--- config.mk ---
export PLATFORM = sky130hd
export DESIGN_NAME = sid_voice_sched
export DESIGN_NICKNAME = d
export VERILOG_FILES = /design/src/rtl/sid_voice_sched.sv
export SDC_FILE = /design/constraint.sdc
export NUM_CORES = 1
export LEC_CHECK = 0
export CAP_MARGIN = 25
export CORE_MARGIN = 1.5
export CORE_UTILIZATION = 40
export CTS_BUF_LIST = sky130_fd_sc_hd__clkbuf_2
export CTS_CLUSTER_SIZE = 24
export DETAILED_ROUTE_END_ITERATION = 8
export PLACE_DENSITY = 0.68
export SYNTH_ARGS = -nofsm -noshare
export SYNTH_HDL_FRONTEND = slang
export SYNTH_SLANG_ARGS = --single-unit
--- constraint.sdc ---
create_clock -name clk -period 14.5 [get_ports clk]
set_input_delay 2.9 -clock clk [delete_from_list [all_inputs] [get_ports clk]]
set_output_delay 2.9 -clock clk [all_outputs]
set_load 0.1 [all_outputs]
--- src/rtl/sid_voice_sched.sv ---
// Three-voice SID phase accumulator / noise LFSR sequencer sharing one 24-bit adder.
// Each tick runs a pre-pass to capture sync rise flags, then commits all voices.
//
// state | meaning
// ------+------------------------------------------------------------
// IDLE  | waiting for tick
// PRE0  | sum voice 0, store its raw rise flag
// PRE1  | sum voice 1, store its raw rise flag
// PRE2  | sum voice 2, store its raw rise flag
// UPD0  | commit voice 0 accumulator/LFSR using stored flags
// UPD1  | commit voice 1 accumulator/LFSR using stored flags
// UPD2  | commit voice 2 accumulator/LFSR using stored flags
module sid_voice_sched (
   input  logic        clk,
   input  logic        n_reset,
   input  logic        tick,
   input  logic        wr_en,
   input  logic [4:0]  wr_addr,
   input  logic [7:0]  wr_data,
   output logic [71:0] acc_all,
   output logic [68:0] lfsr_all,
   output logic        busy,
   output logic        done,
   output logic        overrun
);

   typedef enum logic [2:0] {
      ST_IDLE,
      ST_PRE0,
      ST_PRE1,
      ST_PRE2,
      ST_UPD0,
      ST_UPD1,
      ST_UPD2
   } state_t;

   state_t      state;
   state_t      state_nxt;

   logic [23:0] acc  [3];
   logic [22:0] lfsr [3];
   logic [15:0] freq [3];
   logic [2:0]  sync_en;
   logic [2:0]  test_en;
   logic [2:0]  rise_q;

   logic [1:0]  sel;
   logic        is_pre;
   logic        is_upd;

   logic [23:0] acc_sel;
   logic [22:0] lfsr_sel;
   logic [15:0] freq_sel;
   logic        test_sel;
   logic        sync_sel;
   logic        rise_src;

   logic [23:0] sum;
   logic        rise_raw;
   logic [23:0] nxt;
   logic        lfsr_clk;
   logic [22:0] lfsr_nxt;

   always_comb begin
      state_nxt = state;
      case (state)
         ST_IDLE: if (tick) state_nxt = ST_PRE0;
         ST_PRE0: state_nxt = ST_PRE1;
         ST_PRE1: state_nxt = ST_PRE2;
         ST_PRE2: state_nxt = ST_UPD0;
         ST_UPD0: state_nxt = ST_UPD1;
         ST_UPD1: state_nxt = ST_UPD2;
         ST_UPD2: state_nxt = ST_IDLE;
         default: state_nxt = ST_IDLE;
      endcase
   end

   always_comb begin
      sel    = 2'd0;
      is_pre = 1'b0;
      is_upd = 1'b0;
      case (state)
         ST_PRE0: begin sel = 2'd0; is_pre = 1'b1; end
         ST_PRE1: begin sel = 2'd1; is_pre = 1'b1; end
         ST_PRE2: begin sel = 2'd2; is_pre = 1'b1; end
         ST_UPD0: begin sel = 2'd0; is_upd = 1'b1; end
         ST_UPD1: begin sel = 2'd1; is_upd = 1'b1; end
         ST_UPD2: begin sel = 2'd2; is_upd = 1'b1; end
         default: begin sel = 2'd0; end
      endcase
   end

   // Sync source for voice v is voice (v+2) mod 3.
   always_comb begin
      acc_sel  = acc[0];
      lfsr_sel = lfsr[0];
      freq_sel = freq[0];
      test_sel = test_en[0];
      sync_sel = sync_en[0];
      rise_src = rise_q[2];
      case (sel)
         2'd1: begin
            acc_sel  = acc[1];
            lfsr_sel = lfsr[1];
            freq_sel = freq[1];
            test_sel = test_en[1];
            sync_sel = sync_en[1];
            rise_src = rise_q[0];
         end
         2'd2: begin
            acc_sel  = acc[2];
            lfsr_sel = lfsr[2];
            freq_sel = freq[2];
            test_sel = test_en[2];
            sync_sel = sync_en[2];
            rise_src = rise_q[1];
         end
         default: ;
      endcase
   end

   // Rise flag uses the unsynced sum so the sync ring has no combinational loop.
   always_comb begin
      sum      = acc_sel + {8'h00, freq_sel};
      rise_raw = !acc_sel[23] && sum[23] && !test_sel;
      if (test_sel)
         nxt = 24'h000000;
      else if (sync_sel && rise_src)
         nxt = 24'h000000;
      else
         nxt = sum;
      lfsr_clk = !acc_sel[19] && nxt[19];
      if (test_sel)
         lfsr_nxt = 23'h7FFFFF;
      else if (lfsr_clk)
         lfsr_nxt = {lfsr_sel[21:0], lfsr_sel[17] ^ lfsr_sel[22]};
      else
         lfsr_nxt = lfsr_sel;
   end

   always_ff @(posedge clk) begin
      if (!n_reset) begin
         state   <= ST_IDLE;
         busy    <= 1'b0;
         done    <= 1'b0;
         overrun <= 1'b0;
         rise_q  <= 3'b000;
      end else begin
         state <= state_nxt;
         busy  <= (state_nxt != ST_IDLE);
         done  <= (state == ST_UPD2);
         if (tick && (state != ST_IDLE))
            overrun <= 1'b1;
         if (is_pre)
            rise_q[sel] <= rise_raw;
      end
   end

   always_ff @(posedge clk) begin
      if (!n_reset) begin
         for (int v = 0; v < 3; v++) begin
            acc[v]  <= 24'h000000;
            lfsr[v] <= 23'h7FFFFF;
            freq[v] <= 16'h0000;
         end
         sync_en <= 3'b000;
         test_en <= 3'b000;
      end else begin
         for (int v = 0; v < 3; v++) begin
            if (wr_en && (wr_addr == 5'(7 * v)))
               freq[v][7:0] <= wr_data;
            if (wr_en && (wr_addr == 5'(7 * v + 1)))
               freq[v][15:8] <= wr_data;
            if (wr_en && (wr_addr == 5'(7 * v + 4))) begin
               sync_en[v] <= wr_data[1];
               test_en[v] <= wr_data[3];
            end
            if (is_upd && (sel == 2'(v))) begin
               acc[v]  <= nxt;
               lfsr[v] <= lfsr_nxt;
            end
         end
      end
   end

   assign acc_all  = {acc[2], acc[1], acc[0]};
   assign lfsr_all = {lfsr[2], lfsr[1], lfsr[0]};

endmodule

==> results_dict.tcl <==
set metrics [dict create \
    status "finished, final reports clean" \
    muxShareOfSynthArea_pct 3.48 \
    drv_cap 0 \
    setup_viol 0 \
    final-hold-violation-count 0 \
    cts_setup_buffers 0 \
    grt_pass1_vias 6536 \
    fin_setup_tns_ps 0 \
    die_w_um 155 \
    worst_path_largest_cell_delay_ps 1170 \
    final_common_cell "edfxtp_1" \
    drt_pre_antenna_iters 5 \
    r2r_start "state[2]" \
    fillerInstances 2019 \
    relSlewSlack_pct 29.8 \
    routabilityCongestion 0.843 \
    hpwl_mm 15.5 \
    stdcell_count 1227 \
    period_share_pct 36.2 \
    critPathCaptureType "output pin" \
    wl_mm 23.2 \
    ctsResizeCount 0 \
    grt_max_degree 68 \
    syn_to_final_growth_pct 25.1 \
    rr_worst_depth 16 \
    cp_top_family "buffers and inverters" \
    dr_total_vias 6552 \
    cts-htree-levels 2 \
    required_ps 11600 \
    grt_pass1_wl_mm 35.8 \
    critPathKind "reg2out" \
    cts_tree "built" \
    synth.avg_cell_area_um2 12.6 \
    netlist_instances 728 \
    worstPathCellList "clkdlybuf4s50_1" \
    syn_nets 766 \
    rsz0062_at_grt "no" \
    r2r_setup_slack_ps 9390 \
    crit_slowest_cell "clkdlybuf4s50_1" \
    synth_xor_area_share_pct 1.14 \
    clock-sinks 204 \
    min_path_type "reg2reg" \
    ioPinCount 161 \
    start_kind "flip-flop" \
    finalMaxSlewViolations 0 \
    ant_nets 0 \
    vias_per_cell 5.34 \
    synth_edf_count 189 \
    synth_area_um2 9210 \
    fp-row-count 55 \
    min-delay-start "overrun" \
    cts_hold_repair.buffers 0 \
    core_area_um2 22600 \
    synthFlopType "edfxtp_1" \
    antenna_found_initial 1 \
    cts_root_buf "clkbuf_2" \
    multi_input_area_um2 3050 \
    fmax_mhz 191 \
    cp_max_fo 2 \
    p_per_area_nw_per_um2 110 \
    wl_per_cell_um 18.9 \
    groute.usage.overall_pct 19.4 \
    synth-seq-cells 204 \
    fin_util_pct 50.9 \
    clk_pin_slew_ps 100 \
    yosysWarnings 0 \
    clk_path_buf_depth 3 \
    drive_gt1_share_pct 10.4 \
    drc_errors 0 \
    timing.rr.end "acc[0][46]" \
    synth_top_family_by_area "compound AO/OA/AOI/OAI gates" \
    skew_ps 48.7 \
    path_buf_inv 1 \
    place_inst 1142 \
    io_buffer_count 160 \
    holdPathStages 1 \
    tightest_slew_ps 1050 \
    critPathArrivalTime_ps 2350 \
    overflow 0 \
    holdPathEnd "overrun" \
    p_leak_nw 4.05 \
    area.sequential_um2 5980 \
    mostFrequentLayoutCells "189 x edfxtp_1, 160 x clkdlybuf4s50_1, 69 x clkbuf_2" \
    yosysSeqAreaShare_pct 64.9 \
    drt_iter0_markers 454 \
    synthArstFlopShare_pct 0 \
    clkLatencyLatePin_ps 770 \
    finalNetCount 949 \
    min_period_ps 5250 \
    numCtsBuffers 51 \
    synth_compound_area_share_pct 14.4 \
    yosys.area_share.simple_pct 11.0 \
    vdd_drop_max_mv 0.0578 \
    synth_adder_area_share_pct 2.94 \
    initial_core_util_pct 40.7 \
    ys_types 50 \
    die-area_um2 23900 \
    die_y_um 155 \
]
## sequential cells by signal, indices dropped and copies added (netlist names)
name,count
acc,72
done,1
freq,48
state,3
busy,1
test_en,3
lfsr,69
overrun,1
rise_q,3
sync_en,3
## report_power, final
group	total [mW]	internal (mW)	switching, mW	leakage (nW)
clock network	0.346	0.127	0.219	0.317
logic	0.248	0.0695	0.179	1.94
registers	0.672	0.661	0.0106	1.79
total	1.27	0.858	0.408	4.05
## worst max path at each step
stage	slack, ps	to	start	cells after the start
after floorplan	9730	acc[0][0]	n_reset	3
after global placement	9180	lfsr[0][33]	n_reset	6
after detailed placement	9050	lfsr[0][33]	n_reset	6
after CTS	9180	acc_all[10]	acc[0][10]	1
after global routing	8900	acc[0][68]	state[2]	16
final	9250	acc_all[34]	acc[0][34]	1
## synthesized netlist by cell type (all sizes together), types with 12 or more instances
cell type | number | area, um^2
a22oi | 62 | 465
clkbuf | 35 | 131
and2 | 17 | 106
nor2b | 16 | 100
edfxtp | 189 | 5680
o21ai | 52 | 260
ha | 20 | 250
mux2i | 32 | 320
a211oi | 22 | 165
nor2 | 56 | 210
a21oi | 23 | 115
nand3 | 12 | 60.1
nand2 | 62 | 233
dfxtp | 15 | 300
## metrics by stage
| stage | hold slack (ps) | setup WS [ps] | instance area (um^2) | total power, mW |
|---|---|---|---|---|
| 2_1_floorplan | 457 | 9730 | 9210 | 0.868 |
| 3_3_place_gp | 452 | 9180 | 11100 | 0.931 |
| 3_5_place_dp | 459 | 9050 | 11100 | 0.932 |
| 4_1_cts | 483 | 9180 | 11500 | 1.28 |
| 5_1_grt | 493 | 8900 | 11500 | 1.33 |
| 6_report | 475 | 9250 | 11500 | 1.27 |
## routing by layer
metal,vias to the layer above,global-route usage (%),routed length [um]
li1,3159,-,-
met1,3143,25.8,10400
met2,216,31.4,11000
met3,34,4.09,1210
met4,0,7.28,546
met5,-,0,0
## layout make-up
cell class,count,share of cell area [%]
sequential,204,51.9
inverter,8,0.261
antenna,1,0.0217
timing repair buffer,174,14.8
tap,285,3.10
multi-input combinational,472,26.5
clock inverter,14,0.456
clock buffer,69,3.00
## cell families (layout without fill, tap and decap cells)
group | Yosys count | count (layout)
AOI/OAI and AO/OA | 200 | 200
xor gates and xnor gates | 12 | 12
adders and majority gates | 21 | 21
buffers and inverters | 52 | 265
DFF | 204 | 204
muxes | 32 | 32
other | 0 | 1
and+or+nand+nor | 207 | 207
(Power assumes the default switching activity.)
